`src/rtl/adder_subtractor_4b_pkg.sv`:
```
// Shared constants for the adder/subtractor slice: mode encodings and default width.
package add_sub_pkg;
  localparam int unsigned DEF_WIDTH = 4;
  localparam logic        ADD       = 1'b0;
  localparam logic        SUB       = 1'b1;
endpackage

```
`src/rtl/adder_subtractor_4b_if.sv`:
```
// Operand/result bundle for adder_subtractor_4b. ADD_SUB_FLAGS_EN adds overflow/zero.
interface adder_subtractor_4b_if import add_sub_pkg::*; #(
  parameter int WIDTH = DEF_WIDTH
) ();
  logic [WIDTH-1:0] a;
  logic [WIDTH-1:0] b;
  logic             cin;
  logic             in_valid;
  logic [WIDTH-1:0] sum;
  logic             cout;
  logic             out_valid;
`ifdef ADD_SUB_FLAGS_EN
  logic             overflow;
  logic             zero;
`endif

  modport master (
    output a, b, cin, in_valid,
`ifdef ADD_SUB_FLAGS_EN
    input  overflow, zero,
`endif
    input  sum, cout, out_valid
  );

  modport slave (
    input  a, b, cin, in_valid,
`ifdef ADD_SUB_FLAGS_EN
    output overflow, zero,
`endif
    output sum, cout, out_valid
  );
endinterface

```
`src/rtl/adder_subtractor_4b_full_adder.sv`:
```
// One-bit full-adder cell; the ripple chain is built from WIDTH of these.
module full_adder (
  input  logic a,
  input  logic b,
  input  logic cin,
  output logic s,
  output logic cout
);
  assign s    = a ^ b ^ cin;
  assign cout = (a & b) | (cin & (a ^ b));
endmodule

```
`src/rtl/adder_subtractor_4b.sv`:
```
// Registered ripple-carry adder/subtractor; cin selects add (0) or subtract (1).
// Optional overflow/zero flags when ADD_SUB_FLAGS_EN is defined.
module adder_subtractor_4b import add_sub_pkg::*; #(
  parameter int WIDTH = DEF_WIDTH
) (
  input  logic                  clk,
  input  logic                  rst,
  adder_subtractor_4b_if.slave  bus
);
  logic [WIDTH-1:0] b_eff;
  logic [WIDTH:0]   carry;
  logic [WIDTH-1:0] sum_d, sum_q;
  logic             cout_d, cout_q;
  logic             vld_q;

  // Subtract is a + ~b + 1: the mode bit both inverts B and seeds the chain.
  assign b_eff    = bus.b ^ {WIDTH{bus.cin == SUB}};
  assign carry[0] = bus.cin;

  for (genvar i = 0; i < WIDTH; i++) begin : g_chain
    full_adder u_fa (
      .a    (bus.a[i]),
      .b    (b_eff[i]),
      .cin  (carry[i]),
      .s    (sum_d[i]),
      .cout (carry[i+1])
    );
  end

  assign cout_d = carry[WIDTH];

  always_ff @(posedge clk) begin
    if (rst) begin
      sum_q  <= '0;
      cout_q <= 1'b0;
      vld_q  <= 1'b0;
    end else begin
      vld_q <= bus.in_valid;
      if (bus.in_valid) begin
        sum_q  <= sum_d;
        cout_q <= cout_d;
      end
    end
  end

  assign bus.sum       = sum_q;
  assign bus.cout      = cout_q;
  assign bus.out_valid = vld_q;

`ifdef ADD_SUB_FLAGS_EN
  logic ovf_d, ovf_q, zero_d, zero_q;

  assign ovf_d  = carry[WIDTH] ^ carry[WIDTH-1];
  assign zero_d = (sum_d == '0);

  always_ff @(posedge clk) begin
    if (rst) begin
      ovf_q  <= 1'b0;
      zero_q <= 1'b0;
    end else if (bus.in_valid) begin
      ovf_q  <= ovf_d;
      zero_q <= zero_d;
    end
  end

  assign bus.overflow = ovf_q;
  assign bus.zero     = zero_q;
`endif
endmodule

```
`src/flat_wrapper.sv`:
```
// flat-port wrapper written by rule: the top's interface ports become plain ports
module adder_subtractor_4b_flat import add_sub_pkg::*;
#(
  parameter int WIDTH = DEF_WIDTH
)
  (clk, rst, bus_a, bus_b, bus_cin, bus_in_valid, bus_sum, bus_cout, bus_out_valid);
  adder_subtractor_4b_if #(.WIDTH(WIDTH)) bus_i ();
  input  logic clk;
  input  logic rst;
  input wire logic [$bits(bus_i.a)-1:0] bus_a;
  input wire logic [$bits(bus_i.b)-1:0] bus_b;
  input wire logic [$bits(bus_i.cin)-1:0] bus_cin;
  input wire logic [$bits(bus_i.in_valid)-1:0] bus_in_valid;
  output wire logic [$bits(bus_i.sum)-1:0] bus_sum;
  output wire logic [$bits(bus_i.cout)-1:0] bus_cout;
  output wire logic [$bits(bus_i.out_valid)-1:0] bus_out_valid;
  assign bus_i.a = bus_a;
  assign bus_i.b = bus_b;
  assign bus_i.cin = bus_cin;
  assign bus_i.in_valid = bus_in_valid;
  assign bus_sum = bus_i.sum;
  assign bus_cout = bus_i.cout;
  assign bus_out_valid = bus_i.out_valid;
  adder_subtractor_4b #(.WIDTH(WIDTH)) u_core (.clk(clk), .rst(rst), .bus(bus_i));
endmodule
```
`config.mk`:
```
export PLATFORM = sky130hd
export DESIGN_NAME = adder_subtractor_4b_flat
export DESIGN_NICKNAME = d
export VERILOG_FILES = /design/src/rtl/adder_subtractor_4b_pkg.sv /design/src/rtl/adder_subtractor_4b_if.sv /design/src/rtl/adder_subtractor_4b_full_adder.sv /design/src/rtl/adder_subtractor_4b.sv /design/src/flat_wrapper.sv
export SDC_FILE = /design/constraint.sdc
export NUM_CORES = 1
export LEC_CHECK = 0
export ABC_CLOCK_PERIOD_IN_PS = 1700
export CORE_AREA = 8 8 45 47
export DETAILED_ROUTE_END_ITERATION = 16
export DIE_AREA = 0 0 53 55
export DONT_BUFFER_PORTS = 1
export PLACE_DENSITY = 0.48
export SLEW_MARGIN = 10
export SYNTH_ARGS = -nofsm -noshare
export SYNTH_HDL_FRONTEND = slang
export SYNTH_SLANG_ARGS = --single-unit
```
`constraint.sdc`:
```
create_clock -name clk -period 1.7 [get_ports clk]
set_input_delay 0.17 -clock clk [delete_from_list [all_inputs] [get_ports clk]]
set_output_delay 0.17 -clock clk [all_outputs]
set_load 0.02 [all_outputs]
```
==> results.yml, run 1 <==
setup_path:
  slowest_stage: "fa_1"
  cpLargestDelayFamily: "adder cells"
  path_cells: "xnor2_1, fa_2, fa_1, inv_1, fa_1, mux2i_1, nor2_1"
  arrival_ps: 1680
  crit_buf_inv: 1
  crit_start: "bus_b[1]"
  reg2reg_slack_ps: 890
  start_kind: "input port"
  required_ps: 1830
  timing.rr.start: "u_core.bus.sum[0]"
  path_class: "input port to flip-flop"
  path_common_cell: "fa_1"
  crit_path_max_fanout: 1
  critPathCaptureType: "flip-flop"
  crit_path_max_incr_delay_ps: 400
timing:
  max_freq_mhz: 643
  setup_slack_ps: 144
  period_minus_slack_ps: 1560
  slew_viol_final: 0
  max_slew_margin_pct: 83.2
  rsz0062_at_grt: "false"
  setup_viol: 0
  tightest_slew_ps: 251
  clock_skew_ps: 0
  fin_crit_sh_pct: 91.5
  final_hold_viol_count: 0
yosys:
  ys_warn_count: 0
  synth_cells: 29
  synth_top_area_cell: "dfxtp_1"
  synth_nets: 44
  synth_cell_type_count: 11
  synth-seq-cells: 6
  ys_seq_area_share_pct: 37.9
  synth_area_per_cell_um2: 10.9
  synth_top_cells_by_area: "dfxtp_1 (38%), fa_1 (19%), mux2i_1 (9.5%)"
  syn-cell-area_um2: 317
  synth_top_area_share_pct: 37.9
pwr:
  vdd_drop_max_v: 0.000182
  leakagePower_nw: 0.149
  p_per_area_mw_per_mm2: 1000
min_path:
  worstHoldStart: "bus_in_valid"
  worstHoldPathType: "input port to flip-flop"
floorplanning:
  die_w_um: 53
  die_height_um: 55
  core_area_mm2: 0.00138
  start_util_pct: 22.9
  rows: 14
  die-area_mm2: 0.00292
  io_pins: 18
clock_network:
  cts_setup_buffers: 0
  cts_made_buffers: 3
  cts_resized: 0
  cts_tree: "yes"
  clkLatencyLatePin_ps: 240
  cts_root_buffer: "clkbuf_4"
  path_clk_slew_ps: 40
  cts_max_level: 1
  cts_sinks: 6
  clk_path_buf_depth: 2
  hold_buffers: 1
detailed_routing:
  avgViaCountPerCell: 4.19
  ant_nets: 0
  first_pass_iters: 4
  wire_per_inst_um: 13.0
  wl_um: 624
  route.detailed.drc: 0
  drt_iter0_drc: 3
  num_vias: 201
layout:
  final_core_util_pct: 26.3
  seq_area_um2: 120
  finish.instance_area_um2: 364
  multi_input_area_um2: 180
  diodes: 0
  layout-drive-gt1-share_pct: 15.6
  nFillCells: 155
  fin_nets: 49
  syn_to_final_growth_pct: 15.0
grt:
  grt_pass1_vias: 233
  antenna_found_initial: 0
  grt_pass1_wl_um: 986
  grt_start_max_net_pins: 10
  track_usage_pct: 4.94
  grt-ovfl-total: 0
job:
  maxCapViolCount: 0
placed_design:
  portBuffers: 0
  place_congestion: 0.613
  dp_slack_ps: -106
  place_area_um2: 332
outcome:
  outcome: "completed"
[worst reg2reg max path, delay by kind of cell (launching register included)]
family,cells,cell delay [ps]
DFF,1,450
AOI/OAI and AO/OA,1,190
and+or+nand+nor,1,90
[metal layers]
layer	share of wire, %	track usage (%)
met1	33	3.23
met2	47	7.23
met3	19	3.74
met4	1.3	7.76
met5	0	0
[state kept, by name (all words and copies together) (netlist names)]
signal                count
u_core.bus.cout           1
u_core.bus.out_valid      1
u_core.bus.sum            4
[report_power, final]
group | leakage (nW) | internal, mW | switching (mW)
registers | 0.0498 | 0.155 | 0.0262
logic | 0.0850 | 0.0298 | 0.0252
clock network | 0.0138 | 0.0797 | 0.0494
total | 0.149 | 0.265 | 0.101
[Yosys cell counts]
library cell,count
a211oi_1,2
a211oi_2,1
buf_4,1
dfxtp_1,6
fa_1,3
inv_1,3
mux2i_1,3
nor2_1,5
nor2b_1,1
xnor2_1,3
xor2_1,1
[cell usage in the layout, fill, tap and decap left out]
master / Yosys / layout
xnor2_1: 3 / 3
fa_2: 0 / 1
clkbuf_4: 0 / 3
a211oi_2: 1 / 1
mux2i_1: 3 / 3
inv_1: 3 / 3
dlygate4sd3_1: 0 / 1
nor2b_1: 1 / 1
nor2_1: 5 / 5
xor2_1: 1 / 1
fa_1: 3 / 2
dfxtp_1: 6 / 6
a211oi_1: 2 / 2
[kinds of logic (layout without fill, tap and decap cells)]
family	Yosys count	count (layout)	share of synthesized area (%)
XOR/XNOR	4	4	11.1
multiplexers	3	3	9.49
AO/OA/AOI/OAI	3	3	8.69
AND/OR/NAND/NOR	6	6	7.91
buffers and inverters	4	7	5.93
adder cells (fa/ha/maj)	3	3	19.0
flip-flops	6	6	37.9
[path summary, 6_finish.rpt]
check,cells after the start,end
min,1,u_core.bus.sum[0]
min reg2reg,2,u_core.bus.sum[1]
max reg2reg,2,u_core.bus.sum[0]
max,7,u_core.bus.sum[3]
[layout make-up]
cell class,instances,share of cell area [%]
Sequential cell,6,33.0
Clock buffer,3,6.19
Tap cell,16,5.50
Timing Repair Buffer,1,2.75
Multi-Input combinational cell,19,49.5
Inverter,3,3.09
[stage by stage]
step,power (mW),std cells,hold WS (ps),TNS (ps)
6_report,0.366,48,18.4,0
5_1_grt,0.391,48,6.28,0
4_1_cts,0.375,48,10.0,0
3_5_place_dp,0.238,44,240,-106
3_3_place_gp,0.237,44,237,-98.8
2_1_floorplan,0.230,29,235,-52.1
(Power assumes the default switching activity.)
==> run 2: changes to the inputs <==
--- a/config.mk
+++ b/config.mk
@@ -5,6 +5,7 @@
 export SDC_FILE = /design/constraint.sdc
 export NUM_CORES = 1
 export LEC_CHECK = 0
+export ABC_AREA = 0
 export ABC_CLOCK_PERIOD_IN_PS = 1700
 export CORE_AREA = 8 8 45 47
 export DETAILED_ROUTE_END_ITERATION = 16
==> results of run 2 <==
The final DEF is identical to that of run 1; final timing and power are the same.
==> run 3: changes to the inputs <==
--- a/config.mk
+++ b/config.mk
@@ -6,12 +6,12 @@
 export NUM_CORES = 1
 export LEC_CHECK = 0
 export ABC_AREA = 0
-export ABC_CLOCK_PERIOD_IN_PS = 1700
 export CORE_AREA = 8 8 45 47
 export DETAILED_ROUTE_END_ITERATION = 16
 export DIE_AREA = 0 0 53 55
 export DONT_BUFFER_PORTS = 1
 export PLACE_DENSITY = 0.48
+export SKIP_LAST_GASP = 1
 export SLEW_MARGIN = 10
 export SYNTH_ARGS = -nofsm -noshare
 export SYNTH_HDL_FRONTEND = slang
==> results of run 3 <==
The final DEF is identical to that of run 1; final timing and power are the same.
